$ cat src/rtl/cipher_if.sv
// cipher_if: request/result bundle between the message buffer side and the cipher engine.
interface cipher_if #(parameter int MSG_LEN = 6, parameter int SEC_LEN = 3);
  logic                   start;
  logic                   mode;
  logic [8*SEC_LEN-1:0]   key;
  logic [8*MSG_LEN-1:0]   text_in;
  logic [8*MSG_LEN-1:0]   text_out;
  logic [MSG_LEN-1:0]     invalid;
  logic                   busy;
  logic                   done;
  modport master (output start, mode, key, text_in, input text_out, invalid, busy, done);
  modport slave  (input start, mode, key, text_in, output text_out, invalid, busy, done);
endinterface

$ cat src/rtl/encryptor_decryptor.sv
// encryptor_decryptor: keyed 64-symbol substitution cipher, one character per clock.
// Define CIPHER_STRICT_EN to zero invalid characters instead of passing them through.
module encryptor_decryptor #(
  parameter int MSG_LEN = 6,
  parameter int SEC_LEN = 3
) (
  input logic     clk,
  input logic     rst_n,
  cipher_if.slave bus
);
  localparam int IW = MSG_LEN > 1 ? $clog2(MSG_LEN) : 1;
  localparam int KW = SEC_LEN > 1 ? $clog2(SEC_LEN) : 1;
  typedef enum logic [1:0] {S_IDLE, S_RUN, S_FIN} state_t;
  state_t               state, next;
  logic [IW-1:0]        idx;
  logic [KW-1:0]        kidx;
  logic [8*MSG_LEN-1:0] text_r;
  logic [8*SEC_LEN-1:0] key_r;
  logic                 mode_r;
  logic [7:0]           c, kc, p, q, res, bad_byte;
  logic [5:0]           sum;
  logic                 bad;

  function automatic logic [7:0] get_position(input logic [7:0] ch);
    if (ch >= "A" && ch <= "Z") return ch - 8'd65;
    if (ch >= "a" && ch <= "z") return ch - 8'd71;
    if (ch >= "0" && ch <= "9") return ch + 8'd4;
    if (ch == " ") return 8'd62;
    if (ch == ".") return 8'd63;
    return 8'hFF;
  endfunction

  function automatic logic [7:0] alpha(input logic [5:0] n);
    return n < 6'd26 ? {2'b00, n} + 8'd65 :
           n < 6'd52 ? {2'b00, n} + 8'd71 :
           n < 6'd62 ? {2'b00, n} - 8'd4  :
           n == 6'd62 ? 8'h20 : 8'h2E;
  endfunction

  always_ff @(posedge clk or negedge rst_n)
    if (!rst_n) state <= S_IDLE;
    else state <= next;

  always_comb begin
    next = state == S_IDLE ? (bus.start ? S_RUN : S_IDLE) :
           state == S_RUN  ? (idx == IW'(MSG_LEN - 1) ? S_FIN : S_RUN) : S_IDLE;
  end

  always_comb begin
    bus.busy = state == S_RUN;
  end

`ifdef CIPHER_STRICT_EN
  assign bad_byte = 8'h00;
`else
  assign bad_byte = c;
`endif

  // Modulo-64 wrap falls out of the 6-bit sum for both directions.
  always_comb begin
    c   = text_r[idx*8 +: 8];
    kc  = key_r[kidx*8 +: 8];
    p   = get_position(c);
    q   = get_position(kc);
    bad = p == 8'hFF || q == 8'hFF;
    sum = mode_r ? p[5:0] - q[5:0] : p[5:0] + q[5:0];
    res = bad ? bad_byte : alpha(sum);
  end

  always_ff @(posedge clk or negedge rst_n)
    if (!rst_n) begin
      idx          <= '0;
      kidx         <= '0;
      text_r       <= '0;
      key_r        <= '0;
      mode_r       <= 1'b0;
      bus.text_out <= '0;
      bus.invalid  <= '0;
      bus.done     <= 1'b0;
    end else begin
      bus.done <= state == S_FIN;
      if (state == S_IDLE && bus.start) begin
        text_r <= bus.text_in;
        key_r  <= bus.key;
        mode_r <= bus.mode;
        idx    <= '0;
        kidx   <= '0;
      end else if (state == S_RUN) begin
        bus.text_out[idx*8 +: 8] <= res;
        bus.invalid[idx]         <= bad;
        idx                      <= idx + 1'b1;
        kidx                     <= kidx == KW'(SEC_LEN - 1) ? '0 : kidx + 1'b1;
      end
    end
endmodule

$ cat src/flat_wrapper.sv
// flat-port wrapper written by rule: the top's interface ports become plain ports
module encryptor_decryptor_flat 
#(
  parameter int MSG_LEN = 6,
  parameter int SEC_LEN = 3
)
  (clk, rst_n, bus_start, bus_mode, bus_key, bus_text_in, bus_text_out, bus_invalid, bus_busy, bus_done);
  cipher_if #(.MSG_LEN(MSG_LEN), .SEC_LEN(SEC_LEN)) bus_i ();
  input logic clk;
  input logic rst_n;
  input wire logic [$bits(bus_i.start)-1:0] bus_start;
  input wire logic [$bits(bus_i.mode)-1:0] bus_mode;
  input wire logic [$bits(bus_i.key)-1:0] bus_key;
  input wire logic [$bits(bus_i.text_in)-1:0] bus_text_in;
  output wire logic [$bits(bus_i.text_out)-1:0] bus_text_out;
  output wire logic [$bits(bus_i.invalid)-1:0] bus_invalid;
  output wire logic [$bits(bus_i.busy)-1:0] bus_busy;
  output wire logic [$bits(bus_i.done)-1:0] bus_done;
  assign bus_i.start = bus_start;
  assign bus_i.mode = bus_mode;
  assign bus_i.key = bus_key;
  assign bus_i.text_in = bus_text_in;
  assign bus_text_out = bus_i.text_out;
  assign bus_invalid = bus_i.invalid;
  assign bus_busy = bus_i.busy;
  assign bus_done = bus_i.done;
  encryptor_decryptor #(.MSG_LEN(MSG_LEN), .SEC_LEN(SEC_LEN)) u_core (.clk(clk), .rst_n(rst_n), .bus(bus_i));
endmodule
$ cat config.mk
export PLATFORM = sky130hd
export DESIGN_NAME = encryptor_decryptor_flat
export DESIGN_NICKNAME = d
export VERILOG_FILES = /design/src/rtl/cipher_if.sv /design/src/rtl/encryptor_decryptor.sv /design/src/flat_wrapper.sv
export SDC_FILE = /design/constraint.sdc
export NUM_CORES = 1
export LEC_CHECK = 0
export ABC_AREA = 1
export CORE_MARGIN = 3
export CORE_UTILIZATION = 40
export DETAILED_ROUTE_END_ITERATION = 8
export PLACE_DENSITY_LB_ADDON = 0.25
export SLEW_MARGIN = 20
export SYNTH_ARGS = -nofsm -noshare
export SYNTH_HDL_FRONTEND = slang
export SYNTH_SLANG_ARGS = --single-unit
$ cat constraint.sdc
create_clock -name clk -period 6.9 [get_ports clk]
set_input_delay 1.38 -clock clk [delete_from_list [all_inputs] [get_ports clk]]
set_output_delay 1.38 -clock clk [all_outputs]
set_load 0.03 [all_outputs]
== Yosys cells after proc, flatten, opt, wreduce, memory -nomap -nowiden ==
Cells that the tools add are included.
Word-level totals
  flip-flop bits (word level): 135
  output and inout port bits: 56
  input port bits: 76
Cells by class
  equal/unequal tests: 11
  shift-type cells: 4
  bitwise gates (word level): 1
  order comparisons: 17
  mux-type cells: 69
  $add $sub $neg: 14
  reduce and logical (&&, ||, !) cells: 12
Operators with widths (count)
  8-bit two-way mux: 24
  48-bit bitwise mux: 1
  8-bit by 34-bit variable shift with 48-bit output (first input constant): 1
  48-bit by 7-bit indexed part select with 8-bit output: 1
  8-bit by 34-bit indexed part select with 48-bit output: 1
  6-bit negation with 34-bit output: 1
  8-bit by 6-bit equality test with 1-bit output (second input constant): 4
  8-bit by 7-bit greater-or-equal comparator with 1-bit output (second input constant): 4
  8-bit by 7-bit less-or-equal comparator with 1-bit output (second input constant): 4
  1-bit two-way mux: 32
  8-bit by 7-bit subtractor with 8-bit output (second input constant): 4
  24-bit by 6-bit indexed part select with 8-bit output: 1
  6-bit by 7-bit adder with 8-bit output (second input constant): 2
  8-bit by 3-bit adder with 8-bit output (second input constant): 2
  8-bit equality test (second input constant): 2
  8-bit by 6-bit greater-or-equal comparator with 1-bit output (second input constant): 2
  8-bit by 6-bit less-or-equal comparator with 1-bit output (second input constant): 2
  6-bit < comparator (second input constant): 2
  2-bit two-way mux: 6
  1-bit logical AND: 8
  6-bit by 3-bit subtractor with 7-bit output (second input constant): 1
  6-bit adder: 1
  6-bit bitwise mux: 1
  6-bit equality test (second input constant): 1
  other kinds (18): 20

== Logic depth before layout (Yosys ltp) ==
  depth after elaboration: 29
  depth in mapped cells: 42
  mapped depth without buffers: 41

== Worst setup path before layout ==
Ideal clock, no wire load.
  path kind: reg-to-reg
  start point: register u_core.kidx[0]
  end point: register u_core.bus.text_out[12]
  clock period less this slack: 4.929 ns
  arrival: 4.864 ns
  stages on the path, launching flop included: 36
  path slack: 1.971 ns
  library setup time: 0.065 ns
  required time: 6.835 ns
  path through: dfrtp_1 > buf_6 > nand3_1 > nand2_1 > nor2_1 > ha_1 > nand2_1 > or2_2 > nor2_1 > nor2_1 > nand2_1 > inv_1 > nand2_1 > nand3_1 > inv_1 > ha_1 > or2_2 > o21ai_0 > inv_1 > fa_1 > xnor2_1 > inv_1 > ha_1 > inv_1 > nor2_1 > o21ai_0 > nand2_2 > inv_2 > nand2_1 > nand2_1 > inv_2 > nand2_2 > nand4_2 > nor2_2 > nand3_1 > nand2_1
On the way
  word-level cells in the longest chain between the ends: 22
  elaborated cells between the ends (all ways): 59
  those cells by class: 8 x add/sub; 9 x order compare; 4 x eq/ne; 2 x shift; 32 x mux; 4 x reduce/logical
RTL lines
  start, declared: RTL line encryptor_decryptor.sv:16  | logic [KW-1:0] kidx;
  start signal, assigned: RTL line encryptor_decryptor.sv:92  | kidx <= kidx == KW'(SEC_LEN - 1) ? '0 : kidx + 1'b1;
  24-bit by 6-bit indexed part select with 8-bit output *: RTL line encryptor_decryptor.sv:62  | kc = key_r[kidx*8 +: 8];
  8-bit by 7-bit subtractor with 8-bit output (tied with other cells): RTL line encryptor_decryptor.sv:25  | if (ch >= "A" && ch <= "Z") return ch - 8'd65;
  8-bit two-way mux (tied with other cells): RTL line encryptor_decryptor.sv:25
  8-bit two-way mux / 1-bit two-way mux (equally long branches): RTL line encryptor_decryptor.sv:26, encryptor_decryptor.sv:29
  8-bit two-way mux / 1-bit two-way mux (equally long branches): RTL line encryptor_decryptor.sv:27, encryptor_decryptor.sv:28
  8-bit two-way mux / 1-bit two-way mux (equally long branches): RTL line encryptor_decryptor.sv:28, encryptor_decryptor.sv:27
  8-bit two-way mux / 1-bit two-way mux (equally long branches): RTL line encryptor_decryptor.sv:29, encryptor_decryptor.sv:26
  8-bit two-way mux: RTL line encryptor_decryptor.sv:30  | return 8'hFF;
  8-bit two-way mux: RTL line encryptor_decryptor.sv:29  | if (ch == ".") return 8'd63;
  8-bit two-way mux: RTL line encryptor_decryptor.sv:28  | if (ch == " ") return 8'd62;
  8-bit two-way mux: RTL line encryptor_decryptor.sv:27  | if (ch >= "0" && ch <= "9") return ch + 8'd4;
  8-bit two-way mux *: RTL line encryptor_decryptor.sv:26  | if (ch >= "a" && ch <= "z") return ch - 8'd71;
  parallel branches: the longest is 7 deep, another holds 6-bit by 3-bit subtractor with 7-bit output
  8-bit two-way mux *: RTL line encryptor_decryptor.sv:67  | res = bad ? bad_byte : alpha(sum);
  8-bit by 34-bit indexed part select with 48-bit output *: RTL line encryptor_decryptor.sv:89  | bus.text_out[idx*8 +: 8] <= res;
  48-bit bitwise mux *: RTL line encryptor_decryptor.sv:89
  end signal, assigned by index: RTL line encryptor_decryptor.sv:89
  end, declared: RTL line cipher_if.sv:12  | modport slave (input start, mode, key, text_in, output text_out, invalid, busy, done);
Every way passes the cells marked *. The select of a mux whose other input is x is not followed.
A chain may end at the register's enable or synchronous reset.

== Worst setup path in the final report ==
  start point: register u_core.kidx[0]
  end point: register u_core.bus.text_out[42]
The elaborated chain is that of the path after synthesis.

==> results_dict.tcl <==
set metrics [dict create \
    worstSetupStartpointType "register" \
    cts_buffer_depth 2 \
    drive_above_1_share_pct 14.4 \
    critPathTopFamily "simple AND/OR/NAND/NOR gates" \
    overflow 0 \
    dpl_worst_slack_ns 0.992 \
    synthSimpleGateAreaFrac_pct 29.6 \
    synth_area_mm2 0.00822 \
    dp_hpwl_mm 16.7 \
    netlist_instances 1025 \
    max-slew-margin-rel_pct 50.2 \
    post_cts_buffers 0 \
    dr.first_iter.drc_count 535 \
    postRouteAntennaNets 0 \
    finClkSkew_ns 0.00818 \
    io_buffers 131 \
    via_per_inst 5.10 \
    r2r_cells 31 \
    holdWs_ns 0.484 \
    period_share_pct 87.6 \
    finalSetupViolCount 0 \
    ys_async_sr_fraction_pct 100 \
    worstHoldEndpoint "u_core.bus.text_out[16]" \
    synth_xor_area_share_pct 2.13 \
    synth_area_per_cell_um2 8.02 \
    grt_pass1_wl_mm 35.9 \
    nets 1269 \
    drtPass1Iterations 5 \
    grt_pass1_vias 7041 \
    r2r_start "u_core.kidx[0]" \
    ys_ff_latch 135 \
    fmax_ghz 0.165 \
    timing.final.ws_setup_ns 0.855 \
    hold_path_startpoint "u_core.bus.text_out[16]" \
    cts_tree "done" \
    track_usage_pct 20.1 \
    via_count 7317 \
    cp_data_arrival_time_ns 6.39 \
    synth_mux_area_share_pct 6.42 \
    finalHoldViolCount 0 \
    crit_top_cell "nand2_1" \
    die_w_um 149 \
    coreArea_mm2 0.0198 \
    synth_top_family_by_area "simple AND/OR/NAND/NOR gates" \
    status "completed" \
    hold_depth 2 \
    drc_errors 0 \
    crit_start "u_core.kidx[0]" \
    end_kind "register" \
    worstMarginPinSlew_ns 0.747 \
    grt_max_degree 81 \
    synth_warnings 0 \
    post_cts_resized 0 \
    wl_mm 22.0 \
    cts_hold_buf 0 \
    yosys.area.top_type "dfrtp_1" \
    path_clk_slew_ns 0.06 \
    cap_violations 0 \
    slowest_delay_ns 0.65 \
    rrSetupSlack_ns 0.85 \
    htreeDepth 4 \
    synth_ff_type "dfrtp_1" \
    synth_top_area_share_pct 41.1 \
    fin_setup_tns_ns 0 \
    gp_congestion 0.881 \
    antenna_found_initial 0 \
    fillers 1848 \
    wl_per_cell_um 15.4 \
    setup.worst_path.class "reg2reg" \
    antennaDiodeCount 0 \
    r2r_end "u_core.bus.text_out[42]" \
    synth_common_cells "249 x nand2_1, 135 x dfrtp_1, 105 x nor2_1, 94 x inv_1, 86 x nand3_1" \
    synth_edf_count 0 \
    pin_count 132 \
    rows 51 \
    clk_latency_ns 0.42 \
    rsz0062_at_grt "no" \
    die_height_um 149 \
    die_area_mm2 0.0223 \
    synth_nets 1137 \
    ys_top_cells_by_area "dfrtp_1 41%, nand2_1 11%, mux2_2 6.3%" \
    hp-class "reg2reg" \
    synth_compound_area_share_pct 8.17 \
    synth_fa_ha_area_share_pct 5.57 \
    ys_seq_area_share_pct 41.1 \
    ys_types 55 \
    cts_root_buf "clkbuf_16" \
    cp_num_buf_inv 6 \
    final.min_clock_period_ns 6.05 \
    area_growth_pct 27.3 \
    crit_required_ns 7.25 \
    start_util_pct 41.4 \
    cp_max_fo 11 \
    yosysMostFrequentCell "nand2_1" \
    clock_sinks 135 \
    slowest_stage "dfrtp_1" \
    cts_buffers 17 \
    maxSlewViolCount 0 \
]
final cells by class:
cell class | instances | area, µm² | share of cell area, %
clock buffer | 21 | 480 | 4.59
clock inverter | 11 | 193 | 1.84
inverter | 116 | 438 | 4.19
multi-input combinational | 749 | 4280 | 40.9
sequential | 135 | 3380 | 32.3
tap | 265 | 332 | 3.17
timing repair buffer | 138 | 1370 | 13.0
how the worst max path moves through the flow:
stage                     depth (start not counted)                       to  slack (ns)
after floorplan                                  35  u_core.bus.text_out[12]        1.97
after global placement                           31  u_core.bus.text_out[10]        1.16
after detailed placement                         31  u_core.bus.text_out[42]        0.99
after CTS                                        31  u_core.bus.text_out[10]        0.98
after global routing                             33  u_core.bus.text_out[17]        0.28
final                                            31  u_core.bus.text_out[42]        0.85
layout by cell type, fill, tap and decap left out, drive strengths merged, types with 21 or more instances in the layout:
cell type | synthesis | routed
a21oi | 54 | 54
clkbuf | 13 | 21
clkdlybuf4s50 | 0 | 130
dfrtp | 135 | 135
ha | 35 | 35
inv | 112 | 113
mux2 | 46 | 46
nand2 | 264 | 264
nand3 | 92 | 92
nand4 | 24 | 24
nor2 | 126 | 126
o21ai | 46 | 46
routing by layer:
metal  GRT usage, %  up-vias  part of all wire [%]
met1           28.0     3463                    47
met5              0        -                     0
met3           3.74       25                   4.6
met2           32.5      217                    47
li1               -     3612                     -
met4           5.58        0                   1.5
stage by stage:
step | area, µm² | util, % | cells
2_1_floorplan | 8220 | - | 1025
3_3_place_gp | 9790 | 49.3 | 1403
3_5_place_dp | 9790 | 49.3 | 1403
4_1_cts | 10500 | 52.7 | 1435
5_1_grt | 10500 | 52.7 | 1435
6_report | 10500 | 52.7 | 1435
state kept, by name (all words and copies together), names as in the netlist:
signal,flops
u_core.bus.invalid,6
u_core.bus.text_out,48
u_core.text_r,48
u_core.mode_r,1
u_core.idx,3
u_core.key_r,24
u_core.bus.done,1
u_core.state,2
u_core.kidx,2
kinds of logic after synthesis:
family | count (synthesis)
muxes | 47
DFF | 135
and+or+nand+nor | 528
adders and majority gates | 36
xor gates and xnor gates | 20
AOI/OAI and AO/OA | 118
buffers and inverters | 141
worst reg2reg max path: cells and delay by family (launching register included):
kind / cells / cell delay [ns]
AOI/OAI and AO/OA: 2 / 0.28
xor gates and xnor gates: 1 / 0.48
DFF: 1 / 0.65
and+or+nand+nor: 18 / 2.55
adders and majority gates: 4 / 1.18
buffers and inverters: 6 / 0.81
Power is not shown: default switching activity piles up to over one toggle a cycle in this logic, so the estimate is an artifact.
